$ cat src/rtl/cplx_sync_fifo_if.sv
`default_nettype none
// ============================================================================
// Module      : cplx_sync_fifo_if
// Description : Handshake/status bundle for the complex-sample sync FIFO.
//               master = producer/consumer side, slave = FIFO side.
// Revision    : 1.0 - initial release
// ============================================================================
interface cplx_sync_fifo_if #(
  parameter int FLOAT_LEN = 32,
  parameter int ADDR_LEN  = 3
);
  logic [2*FLOAT_LEN-1:0] din;
  logic                   wr_en;
  logic                   rd_en;
  logic [2*FLOAT_LEN-1:0] dout;
  logic                   dout_valid;
  logic                   full;
  logic                   empty;
  logic                   almost_full;
  logic                   almost_empty;
  logic [ADDR_LEN:0]      count;
  logic                   overflow;
  logic                   underflow;

  modport master (
    output din, wr_en, rd_en,
    input  dout, dout_valid, full, empty, almost_full, almost_empty,
           count, overflow, underflow
  );

  modport slave (
    input  din, wr_en, rd_en,
    output dout, dout_valid, full, empty, almost_full, almost_empty,
           count, overflow, underflow
  );
endinterface
`default_nettype wire

$ cat src/rtl/cplx_sync_fifo.sv
`default_nettype none
// ============================================================================
// Module      : cplx_sync_fifo
// Description : Parametrised synchronous FIFO for packed {re, im} complex
//               samples with level, almost-full/empty and error flags.
//               Define CPLX_FIFO_FWFT_EN for first-word fall-through reads;
//               otherwise reads are registered with one cycle of latency.
// Revision    : 1.0 - initial release
// ============================================================================
module cplx_sync_fifo #(
  parameter int FLOAT_LEN = 32,
  parameter int ADDR_LEN  = 3,
  parameter int AF_LEVEL  = 6,
  parameter int AE_LEVEL  = 1
) (
  input  wire logic         clk,
  input  wire logic         rst,
  cplx_sync_fifo_if.slave   bus
);

  localparam int                c_WIDTH    = 2 * FLOAT_LEN;
  localparam int                c_DEPTH    = 1 << ADDR_LEN;
  localparam logic [ADDR_LEN:0] c_FULL_CNT = {1'b1, {ADDR_LEN{1'b0}}};
  localparam logic [ADDR_LEN:0] c_AF_CNT   = (ADDR_LEN+1)'(AF_LEVEL);
  localparam logic [ADDR_LEN:0] c_AE_CNT   = (ADDR_LEN+1)'(AE_LEVEL);

  logic [c_WIDTH-1:0]  r_mem [c_DEPTH];
  logic [ADDR_LEN-1:0] r_wr_ptr;
  logic [ADDR_LEN-1:0] r_rd_ptr;
  logic [ADDR_LEN:0]   r_count;
  logic                r_overflow;
  logic                r_underflow;

  logic w_full;
  logic w_empty;
  logic w_rd_acc;
  logic w_wr_acc;

  // Status flags are decoded from the registered occupancy only.
  assign w_full   = (r_count == c_FULL_CNT);
  assign w_empty  = (r_count == '0);
  // A write into a full FIFO is only legal when a read frees a slot the same cycle.
  assign w_rd_acc = bus.rd_en & ~w_empty;
  assign w_wr_acc = bus.wr_en & (~w_full | w_rd_acc);

  // Storage write port; contents are intentionally not cleared by reset.
  always_ff @(posedge clk) begin
    if (!rst && w_wr_acc) begin
      r_mem[r_wr_ptr] <= bus.din;
    end
  end

  // Pointers, occupancy and one-cycle error pulses.
  always_ff @(posedge clk or posedge rst) begin
    if (rst) begin
      r_wr_ptr    <= '0;
      r_rd_ptr    <= '0;
      r_count     <= '0;
      r_overflow  <= 1'b0;
      r_underflow <= 1'b0;
    end else begin
      if (w_wr_acc) begin
        r_wr_ptr <= r_wr_ptr + ADDR_LEN'(1);
      end
      if (w_rd_acc) begin
        r_rd_ptr <= r_rd_ptr + ADDR_LEN'(1);
      end
      case ({w_wr_acc, w_rd_acc})
        2'b10:   r_count <= r_count + (ADDR_LEN+1)'(1);
        2'b01:   r_count <= r_count - (ADDR_LEN+1)'(1);
        default: r_count <= r_count;
      endcase
      r_overflow  <= bus.wr_en & ~w_wr_acc;
      r_underflow <= bus.rd_en & ~w_rd_acc;
    end
  end

`ifdef CPLX_FIFO_FWFT_EN
  // Head of queue is always presented; rd_en acknowledges and pops it.
  assign bus.dout       = r_mem[r_rd_ptr];
  assign bus.dout_valid = ~w_empty;
`else
  logic [c_WIDTH-1:0] r_dout;
  logic               r_dout_valid;

  // Registered read port: sample appears one clock after an accepted read.
  always_ff @(posedge clk or posedge rst) begin
    if (rst) begin
      r_dout       <= '0;
      r_dout_valid <= 1'b0;
    end else begin
      if (w_rd_acc) begin
        r_dout <= r_mem[r_rd_ptr];
      end
      r_dout_valid <= w_rd_acc;
    end
  end

  assign bus.dout       = r_dout;
  assign bus.dout_valid = r_dout_valid;
`endif

  assign bus.full         = w_full;
  assign bus.empty        = w_empty;
  assign bus.almost_full  = (r_count >= c_AF_CNT);
  assign bus.almost_empty = (r_count <= c_AE_CNT);
  assign bus.count        = r_count;
  assign bus.overflow     = r_overflow;
  assign bus.underflow    = r_underflow;

endmodule
`default_nettype wire

$ cat src/flat_wrapper.sv
// flat-port wrapper written by rule: the top's interface ports become plain ports
module cplx_sync_fifo_flat 
#(
  parameter int FLOAT_LEN = 32,
  parameter int ADDR_LEN  = 3,
  parameter int AF_LEVEL  = 6,
  parameter int AE_LEVEL  = 1
)
  (clk, rst, bus_din, bus_wr_en, bus_rd_en, bus_dout, bus_dout_valid, bus_full, bus_empty, bus_almost_full, bus_almost_empty, bus_count, bus_overflow, bus_underflow);
  cplx_sync_fifo_if #(.FLOAT_LEN(FLOAT_LEN), .ADDR_LEN(ADDR_LEN)) bus_i ();
  input  wire logic clk;
  input  wire logic rst;
  input wire logic [$bits(bus_i.din)-1:0] bus_din;
  input wire logic [$bits(bus_i.wr_en)-1:0] bus_wr_en;
  input wire logic [$bits(bus_i.rd_en)-1:0] bus_rd_en;
  output wire logic [$bits(bus_i.dout)-1:0] bus_dout;
  output wire logic [$bits(bus_i.dout_valid)-1:0] bus_dout_valid;
  output wire logic [$bits(bus_i.full)-1:0] bus_full;
  output wire logic [$bits(bus_i.empty)-1:0] bus_empty;
  output wire logic [$bits(bus_i.almost_full)-1:0] bus_almost_full;
  output wire logic [$bits(bus_i.almost_empty)-1:0] bus_almost_empty;
  output wire logic [$bits(bus_i.count)-1:0] bus_count;
  output wire logic [$bits(bus_i.overflow)-1:0] bus_overflow;
  output wire logic [$bits(bus_i.underflow)-1:0] bus_underflow;
  assign bus_i.din = bus_din;
  assign bus_i.wr_en = bus_wr_en;
  assign bus_i.rd_en = bus_rd_en;
  assign bus_dout = bus_i.dout;
  assign bus_dout_valid = bus_i.dout_valid;
  assign bus_full = bus_i.full;
  assign bus_empty = bus_i.empty;
  assign bus_almost_full = bus_i.almost_full;
  assign bus_almost_empty = bus_i.almost_empty;
  assign bus_count = bus_i.count;
  assign bus_overflow = bus_i.overflow;
  assign bus_underflow = bus_i.underflow;
  cplx_sync_fifo #(.FLOAT_LEN(FLOAT_LEN), .ADDR_LEN(ADDR_LEN), .AF_LEVEL(AF_LEVEL), .AE_LEVEL(AE_LEVEL)) u_core (.clk(clk), .rst(rst), .bus(bus_i));
endmodule
$ cat config.mk
export PLATFORM = sky130hd
export DESIGN_NAME = cplx_sync_fifo_flat
export DESIGN_NICKNAME = d
export VERILOG_FILES = /design/src/rtl/cplx_sync_fifo_if.sv /design/src/rtl/cplx_sync_fifo.sv /design/src/flat_wrapper.sv
export SDC_FILE = /design/constraint.sdc
export NUM_CORES = 1
export LEC_CHECK = 0
export ABC_AREA = 1
export BUFFER_PORTS_ARGS = -buffer_cell sky130_fd_sc_hd__buf_2
export CAP_MARGIN = 5
export CORE_UTILIZATION = 61
export CTS_CLUSTER_DIAMETER = 150
export DETAILED_ROUTE_END_ITERATION = 10
export PLACE_DENSITY_LB_ADDON = 0.15
export SLEW_MARGIN = 15
export SYNTH_ARGS = -nofsm -noshare
export SYNTH_HDL_FRONTEND = slang
export SYNTH_SLANG_ARGS = --single-unit
$ cat constraint.sdc
create_clock -name clk -period 7.3 [get_ports clk]
set_input_delay 0.365 -clock clk [delete_from_list [all_inputs] [get_ports clk]]
set_output_delay 0.365 -clock clk [all_outputs]
set_load 0.01 [all_outputs]
==> results of run 1 <==
flip-flops by register name (all words and copies together) (netlist names):
| name | count |
|---|---|
| u_core.r_mem | 512 |
| u_core.bus.dout | 64 |
| u_core.bus.count | 4 |
| u_core.r_rd_ptr | 3 |
| u_core.r_wr_ptr | 3 |
| u_core.bus.dout_valid | 1 |
| u_core.bus.overflow | 1 |
| u_core.bus.underflow | 1 |
layout by cell type, fill, tap and decap left out:
cell type	count
nand2_1	818
edfxtp_1	512
nand3_1	267
inv_1	156
buf_2	142
nor2_1	99
dfrtp_1	74
clkbuf_16	58
o21ai_0	50
clkbuf_1	19
buf_4	19
o211ai_1	17
clkinv_2	15
clkbuf_8	9
nor2_4	6
ha_1	6
dlygate4sd3_1	5
nor3_2	4
xor2_1	4
diode_2	3
clkinvlp_4	3
inv_2	2
inv_6	2
nand4_1	2
dfrtp_4	2
nand2_4	1
nand2_2	1
o21ai_1	1
inv_4	1
nor3_1	1
xnor2_1	1
inv_16	1
clkinv_8	1
bufinv_16	1
clkinv_1	1
buf_12	1
dfrtp_2	1
repair_timing:
item	in CTS	in global routing
hold buffers	5	0
gates resized for setup	0	0
endpoints found under the hold margin	56	0
layout make-up:
cell class	count	area share
Tap cell	518	0.0242
Sequential cell	589	0.647
Antenna cell	3	0.000281
Inverter	161	0.0231
Multi-Input combinational cell	1278	0.203
Timing Repair Buffer	167	0.0345
Clock inverter	22	0.00627
Clock buffer	86	0.0616
power groups by stage:
stage               Sequential, W  Clock [W]  Combinational, W
finish                    0.00441    0.00283           0.00309
global route              0.00445    0.00300           0.00347
CTS                       0.00441    0.00286           0.00310
detailed placement        0.00447          0           0.00308
global placement          0.00446          0           0.00300
floorplan                 0.00444          0           0.00219
worst paths after layout:
path	slack, ns	end	cells past startpoint	start
min reg2reg	0.47	u_core.bus.dout[14]	2	u_core.bus.dout[14]
max reg2reg	3.50	u_core.r_mem[2][58]	8	u_core.bus.count[0]
max in group asynchronous	5.71	u_core.r_rd_ptr[1]	4	rst
min	0.03	u_core.r_mem[2][12]	1	bus_din[12]
max	3.50	u_core.r_mem[2][58]	8	u_core.bus.count[0]
min in group asynchronous	0.38	u_core.bus.dout[15]	3	rst
cells by family after synthesis:
kind of cell	synth area share
xor+xnor	0.00183
buf+inv	0.0502
flops	0.725
compound gates	0.0160
simple gates	0.204
fa+ha+maj	0.00314
layer usage:
layer | routed length (µm) | part of all wire | vias up | track usage
met1 | 22400 | 0.42 | 7588 | 0.374
li1 | - | - | 7345 | -
met3 | 3730 | 0.070 | 92 | 0.0410
met4 | 1170 | 0.022 | 2 | 0.0871
met5 | 18 | 0.00034 | - | 0
met2 | 25700 | 0.49 | 548 | 0.453
stage by stage:
stage	hold WS, ns	setup slack [ns]	cell area (µm²)	TNS, ns
after floorplan	0.436	-0.0144	23900	-3.66
after global placement	0.449	3.63	24900	0
after detailed placement	0.454	3.48	24900	0
after CTS	0.000601	3.47	26700	0
after global routing	0.0185	3.26	26700	0
final	0.0327	3.50	26700	0
==> metrics.md, run 1 <==
| Metric | Value |
|---|---|
| Layout cells sized above 1 | 0.117 |
| RSZ-0062 raised after global routing | no |
| Wirelength per Cell | 18.8 µm |
| Fin. Hold Viols | 0 |
| Pins Over Slew Limit | 0 |
| Post-synth top cells | nand2_1, edfxtp_1, nand3_1, inv_1, nor2_1 |
| Slew headroom | 0.214 |
| CTS H-tree lvls | 2 |
| Initial antenna violation count | 4 |
| Core Util, Final | 0.692 |
| Synth area leader | edfxtp_1 |
| Critical path class | flip-flop to flip-flop |
| Count leader, synth | nand2_1 |
| Worst path top cell family by delay | simple AND/OR/NAND/NOR gates |
| Max Cap Viol | 0 |
| TritonCTS buffer count | 57 |
| Worst endpoint required time | 7.51 ns |
| Num rows | 72 |
| Ys flop type | edfxtp_1 |
| Seq pwr share | 0.427 |
| Startpoint Class | flip-flop |
| Max clock buf depth | 3 |
| WP data arrival | 4.02 ns |
| Crit path cell chain | inv_1 -> ha_1 -> nand3_1 -> nor2_1 -> nor2_4 -> nand2_1 -> nor3_2 -> buf_4 |
| Clk_lat worst skew | 0.62 ns |
| Worst Path Buf+Inv | 2 |
| Core Area | 38600 µm² |
| Postcts setup bufs | 0 |
| Post-synthesis sequential area ratio | 0.725 |
| Outcome | complete, no violations |
| Tot GR Track Use | 0.273 |
| Worst Skew | 0.0224 ns |
| Synth Instances | 2141 |
| Synth warn | 0 |
| Clock power share | 0.274 |
| Seq. cell area | 17300 µm² |
| P per Cell Area | 386 nW/µm² |
| Area of the multi-input gates | 5420 µm² |
| Post-route total power | 0.0103 W |
| Vias in the first global route | 15100 |
| Hold Crit Class | primary input to flip-flop |
| Port bufs | 142 |
| Via count | 15600 |
| Yosys top cell area share | 0.644 |
| Critical Path Max Stage Delay | 0.94 ns |
| Die W | 200 µm |
| Crit share post-route | 0.521 |
| Placed Cells | 2708 |
| Slew @ Worst Pin | 1.17 ns |
| Ys async rst share | 0.131 |
| DRT Pass-1 Iters | 8 |
| Global-route wire length before repair | 82.3 mm |
| Final min period | 3.80 ns |
| Final setup fails | 0 |
| Slowest CP cell | nor3_2 |
| Max Fanout on Critical Path | 51 |
| CTS sink count | 589 |
| Fin cells | 2824 |
| Switch Pwr | 0.00368 W |
| Chip Height | 200 µm |
| ANT nets after route | 0 |
| Die area | 39900 µm² |
| CTS tree | built |
| Internal power component | 0.00664 W |
| Routability congestion estimate from global placement | 0.758 |
| Pin count of the biggest net entering global routing | 214 |
| Combinational fraction of design power | 0.299 |
| Post-DP HPWL | 26.7 mm |
| I/O pin cnt | 143 |
| Leading post-synthesis cells by cell area | edfxtp_1, nand2_1, dfrtp_1 |
| EDFF count, synth | 512 |
| DR vias/cell | 5.52 |
| Synth cell types | 23 |
| Clock Tree Root | clkbuf_16 |
| Worst setup EP type | flip-flop |
| Initial core utilization | 0.618 |
| VDD IR max | 0.377 mV |
| Clock transition time at the flip-flop clock pins of the worst setup and hold paths | 0.06 ns |
| Post-Route WL | 53.0 mm |
| Nets@finish | 2328 |
| Synth Cell Area | 23900 µm² |
| # DRC | 0 |
| Initial DRC count | 1274 |
| Syn nets | 2215 |
| Yosys reg bits | 589 |
| Syn avg cell area | 11.1 µm² |
| P&R area growth vs syn | 12.0% |
| Fillers | 2733 |
| Fmax | 263 MHz |
| Grt ovf | 0 |
| Static Leakage | 11.1 nW |
| Sw Share | 0.357 |
No activity file was read; power rests on OpenSTA's default activity.
==> run 2, diff against run 1 <==
==> constraint.sdc (replaced) <==
create_clock -name clk -period 3.85 [get_ports clk]
set_input_delay 0.1925 -clock clk [delete_from_list [all_inputs] [get_ports clk]]
set_output_delay 0.1925 -clock clk [all_outputs]
set_load 0.01 [all_outputs]
==> metrics.md, run 2 (synthesis gave the netlist of run 1 again) <==
| Metric | Value |
|---|---|
| Commonest non-fill, non-tap cell in the layout | nand2_1 |
| Setup TNS | 0 ns |
| Final Hold Slack | 0.382 ns |
| Global-route wire length before repair | 81.6 mm |
| Clock transition time at the flip-flop clock pins of the worst setup and hold paths | 0.06 ns |
| Worst Skew | 0.0239 ns |
| Pins Over Slew Limit | 0 |
| Tot GR Track Use | 0.269 |
| Worst setup EP type | flip-flop |
| Post-Route WL | 52.3 mm |
| Largest register FFs | 512 |
| WHS Endpoint | u_core.r_mem[0][11] |
| Num rows | 72 |
| P&R area growth vs syn | 15.8% |
| CTS sink count | 589 |
| VDD IR max | 0.735 mV |
| Max Cap Viol | 0 |
| Startpoint Class | flip-flop |
| DRT Pass-1 Iters | 7 |
| Crit path cell chain | inv_1 -> ha_1 -> nand3_1 -> nor2_1 -> nor2_4 -> nand3_1 -> nor2_4 -> buf_12 |
| Routability congestion estimate from global placement | 0.788 |
| Crit Reg-Reg Startpoint | u_core.bus.count[0] |
| Die area | 39900 µm² |
| Placed Cells | 2720 |
| Post-DP HPWL | 27.4 mm |
| Critical Path Max Stage Delay | 0.68 ns |
| # DRC | 0 |
| Fin. Hold Viols | 0 |
| Fmax | 336 MHz |
| Slew headroom | 0.191 |
| Hold Crit Start | bus_din[11] |
| Outcome | complete, no violations |
| RSZ-0062 raised after global routing | no |
| Nets@finish | 2402 |
| Worst endpoint required time | 4.14 ns |
| Static Leakage | 11.5 nW |
| Critical path class | flip-flop to flip-flop |
| Fin cells | 2896 |
| Initial antenna violation count | 2 |
| Pin count of the biggest net entering global routing | 221 |
| Grt ovf | 0 |
| Clk_lat worst skew | 0.61 ns |
| Most frequent cells in the layout | nand2_1, edfxtp_1, nand3_1 |
| Chip Height | 200 µm |
| WP data arrival | 3.26 ns |
| CTS H-tree lvls | 2 |
| Core Util, Final | 0.715 |
| Core Area | 38600 µm² |
| Die W | 200 µm |
| Worst reg2reg endpoint | u_core.r_mem[1][46] |
| Via count | 15800 |
| Vias in the first global route | 15200 |
| Wirelength per Cell | 18.1 µm |
| Clock Tree Root | clkbuf_16 |
| CTS tree | built |
| Slowest CP cell | nor2_4 |
| ANT nets after route | 0 |
| Initial core utilization | 0.618 |
| Flop-to-flop setup slack | 0.88 ns |
| Hold Crit Class | primary input to flip-flop |
| Max clock buf depth | 3 |
| Crit share post-route | 0.772 |
| Layout cells sized above 1 | 0.114 |
| Hold depth | 2 |
| Fillers | 2615 |
| Largest Register | u_core.r_mem |
| I/O pin cnt | 143 |
| Worst Path Buf+Inv | 2 |
| Port bufs | 142 |
| Initial DRC count | 1145 |
| DR vias/cell | 5.45 |
| Slew @ Worst Pin | 1.21 ns |
| Final min period | 2.97 ns |
| Final setup fails | 0 |
| Worst path top cell family by delay | simple AND/OR/NAND/NOR gates |
| P per Cell Area | 716 nW/µm² |
| Max Fanout on Critical Path | 26 |
| TritonCTS buffer count | 56 |
| Reg2Reg Depth | 8 |
run 2: cell count changes in the layout (fill, tap and decap cells not counted), moves of 2 or more:
cell | previous run | this run
clkbuf_16 | 58 | 56
clkinv_1 | 1 | 8
nor3_2 | 4 | 0
buf_12 | 1 | 13
clkinv_2 | 15 | 8
inv_6 | 2 | 4
dlygate4sd3_1 | 5 | 68
clkbuf_8 | 9 | 4
bufinv_16 | 1 | 5
nor3_4 | 0 | 4
run 2: layout make-up:
type | instances | area [µm²] | area share
diodes | 2 | 5.00 | 0.000181
repair buffers | 242 | 1790 | 0.0649
inverters | 161 | 618 | 0.0224
clock buffers | 80 | 1530 | 0.0554
clock inverters | 26 | 282 | 0.0102
flip-flops and latches | 589 | 17300 | 0.626
well taps | 518 | 648 | 0.0235
multi-input cells | 1278 | 5450 | 0.197
run 2: worst max path at each step:
stage                              from             endpoint  slack, ns  cells after the start
floorplan           u_core.bus.count[0]   u_core.r_mem[1][0]       0.27                      7
global placement    u_core.bus.count[0]  u_core.r_mem[1][48]       1.04                      8
detailed placement  u_core.bus.count[0]  u_core.r_mem[1][48]       0.89                      8
CTS                 u_core.bus.count[0]  u_core.r_mem[1][46]       0.88                      8
global route        u_core.bus.count[0]  u_core.r_mem[1][46]       0.74                      8
finish              u_core.bus.count[0]  u_core.r_mem[1][46]       0.88                      8
run 2: power by group:
| group | internal [W] | switching [W] |
|---|---|---|
| Combinational | 0.00192 | 0.00414 |
| Clock | 0.00311 | 0.00229 |
| Sequential | 0.00778 | 0.000539 |
run 2: stage by stage:
step | setup WS (ns) | cell area (µm²) | power (W)
4_1_cts | 0.875 | 27600 | 0.0199
2_1_floorplan | 0.272 | 23900 | 0.0126
5_1_grt | 0.744 | 27600 | 0.0209
3_5_place_dp | 0.892 | 25100 | 0.0144
6_report | 0.878 | 27600 | 0.0198
3_3_place_gp | 1.04 | 25100 | 0.0142
run 2: metal layers:
layer,global-route usage,share of wire,up-vias,wire [µm]
li1,-,-,7496,-
met2,0.459,0.50,582,26000
met3,0.0393,0.065,94,3380
met4,0.0902,0.023,0,1220
met5,0,0,-,0
met1,0.358,0.42,7614,21700
run 2: repair_timing:
action	4_1_cts	5_1_grt
buffers inserted	0	0
gates resized for setup	0	0
hold endpoints to repair	553	0
hold buffers	68	0
==> run 3, diff against run 2 <==
--- a/config.mk
+++ b/config.mk
@@ -8,7 +8,7 @@
 export ABC_AREA = 1
 export BUFFER_PORTS_ARGS = -buffer_cell sky130_fd_sc_hd__buf_2
 export CAP_MARGIN = 5
-export CORE_UTILIZATION = 61
+export CORE_UTILIZATION = 55
 export CTS_CLUSTER_DIAMETER = 150
 export DETAILED_ROUTE_END_ITERATION = 10
 export PLACE_DENSITY_LB_ADDON = 0.15
==> constraint.sdc (replaced) <==
create_clock -name clk -period 2.67 [get_ports clk]
set_input_delay 0.1335 -clock clk [delete_from_list [all_inputs] [get_ports clk]]
set_output_delay 0.1335 -clock clk [all_outputs]
set_load 0.01 [all_outputs]
==> metrics.md, run 3 (synthesis gave the netlist of run 1 again) <==
| Metric | Value |
|---|---|
| Outcome | complete, no violations |
| Port bufs | 142 |
| Max Fanout on Critical Path | 39 |
| Initial antenna violation count | 2 |
| I/O pin cnt | 143 |
| Uppermost layer routed | met4 |
| Post-route total power | 0.0291 W |
| Crit path cell chain | inv_1 -> ha_4 -> nand3_2 -> nor2_1 -> nor2_4 -> nand3_1 -> buf_4 -> nor2_4 -> buf_12 |
| Global-route wire length before repair | 85.1 mm |
| Pins Over Slew Limit | 0 |
| Vias in the first global route | 15500 |
| Nets@finish | 2414 |
| RSZ-0062 raised after global routing | no |
| Clk_lat worst skew | 0.59 ns |
| Wire length on met3 | 3.36 mm |
| Worst setup EP type | flip-flop |
| VDD IR max | 0.632 mV |
| Grt ovf | 0 |
| Startpoint Class | flip-flop |
| Worst endpoint required time | 2.93 ns |
| Pin count of the biggest net entering global routing | 95 |
| Most frequent cells in the layout | nand2_1, edfxtp_1, nand3_1 |
| Clock Tree Root | clkbuf_16 |
| Max clock buf depth | 3 |
| P per Cell Area | 1040 nW/µm² |
| WP data arrival | 2.57 ns |
| Worst path top cell family by delay | simple AND/OR/NAND/NOR gates |
| Fin. Hold Viols | 0 |
| Tot GR Track Use | 0.250 |
| Die W | 210 µm |
| Largest register FFs | 512 |
| ANT nets after route | 0 |
| P&R area growth vs syn | 17.3% |
| Die area | 44200 µm² |
| Most common cell type on the critical path | nor2_4 |
| Worst Skew | 0.0101 ns |
| Max Cap Viol | 0 |
| Chip Height | 210 µm |
| Largest Register | u_core.r_mem |
| Initial core utilization | 0.563 |
| CTS tree | built |
| Post-Route WL | 53.9 mm |
| Core Util, Final | 0.660 |
| Layout cells sized above 1 | 0.122 |
| Fmax | 433 MHz |
| Wirelength per Cell | 18.2 µm |
| Num rows | 75 |
| Final setup fails | 0 |
| Via count | 15700 |
| Crit share post-route | 0.865 |
| Post-DP HPWL | 28.7 mm |
| Design Area, Final | 28000 µm² |
| DR vias/cell | 5.30 |
| Critical path class | flip-flop to flip-flop |
| Worst Path Buf+Inv | 3 |
| DRT Pass-1 Iters | 5 |
| Commonest non-fill, non-tap cell in the layout | nand2_1 |
| Final min period | 2.31 ns |
| Slowest CP cell | dfrtp_2 |
| DRT met1 WL | 23.3 mm |
| Clock transition time at the flip-flop clock pins of the worst setup and hold paths | 0.06 ns |
| Slew @ Worst Pin | 0.948 ns |
| CTS H-tree lvls | 2 |
| WL met2 | 26.2 mm |
| Core Area | 42400 µm² |
| # DRC | 0 |
| Static Leakage | 11.6 nW |
| Slew headroom | 0.368 |
| Routability congestion estimate from global placement | 0.754 |
| Post_cts resized | 0 |
| Placed inst area | 25400 µm² |
| CTS sink count | 589 |
| Hold Crit Class | primary input to flip-flop |
| Critical Path Max Stage Delay | 0.44 ns |
| TritonCTS buffer count | 57 |
| Initial DRC count | 1439 |
## run 3: worst paths after layout
path	startpoint	to	slack (ns)	cells after the start
setup / recovery	u_core.bus.count[1]	u_core.r_mem[3][46]	0.36	9
hold / removal	bus_din[12]	u_core.r_mem[7][12]	0.34	2
setup reg to reg	u_core.bus.count[1]	u_core.r_mem[3][46]	0.36	9
hold reg to reg	u_core.bus.dout[24]	u_core.bus.dout[24]	0.47	2
max in group asynchronous	rst	u_core.r_rd_ptr[1]	1.37	4
min in group asynchronous	rst	u_core.bus.dout[51]	0.36	4
## run 3: area by class of cell
class / count / area (µm²)
inverter: 161 / 616
tap: 577 / 722
clock buffer: 89 / 1640
timing repair buffer: 253 / 1970
multi-input combinational: 1278 / 5470
sequential: 589 / 17300
antenna: 2 / 5.00
clock inverter: 16 / 262
fill: 3161 / 14400
## run 3: power breakdown
group | leakage, nW | internal, W | switching [W]
clock network | 0.917 | 0.00487 | 0.00328
logic | 5.15 | 0.00296 | 0.00617
registers | 5.56 | 0.0112 | 0.000647
## run 3: metrics by stage
stage / setup TNS [ns] / cells / hold slack, ns / worst slack (ns)
final: 0 / 2965 / 0.341 / 0.360
after global routing: 0 / 2964 / 0.345 / 0.263
after CTS: 0 / 2963 / 0.316 / 0.392
after detailed placement: 0 / 2791 / 0.366 / 0.391
after global placement: 0 / 2791 / 0.364 / 0.443
after floorplan: -213.38 / 2141 / 0.204 / -0.548
## run 3: timing repair
| item | in CTS | in global routing |
|---|---|---|
| hold buffers | 67 | 0 |
| buffers inserted | 0 | 0 |
| endpoints found under the hold margin | 534 | 0 |
## run 3: worst register-to-register path: cells and delay by family (launching register included)
kind | cells | cell delay [ns]
adders and majority gates | 1 | 0.19
buffers and inverters | 3 | 0.61
DFF | 1 | 0.44
and+or+nand+nor | 5 | 0.69
## run 3: routing by layer
| metal | global-route usage | vias to the layer above |
|---|---|---|
| met4 | 0.0687 | 0 |
| li1 | - | 7513 |
| met5 | 0 | - |
| met1 | 0.347 | 7589 |
| met2 | 0.414 | 527 |
| met3 | 0.0368 | 83 |
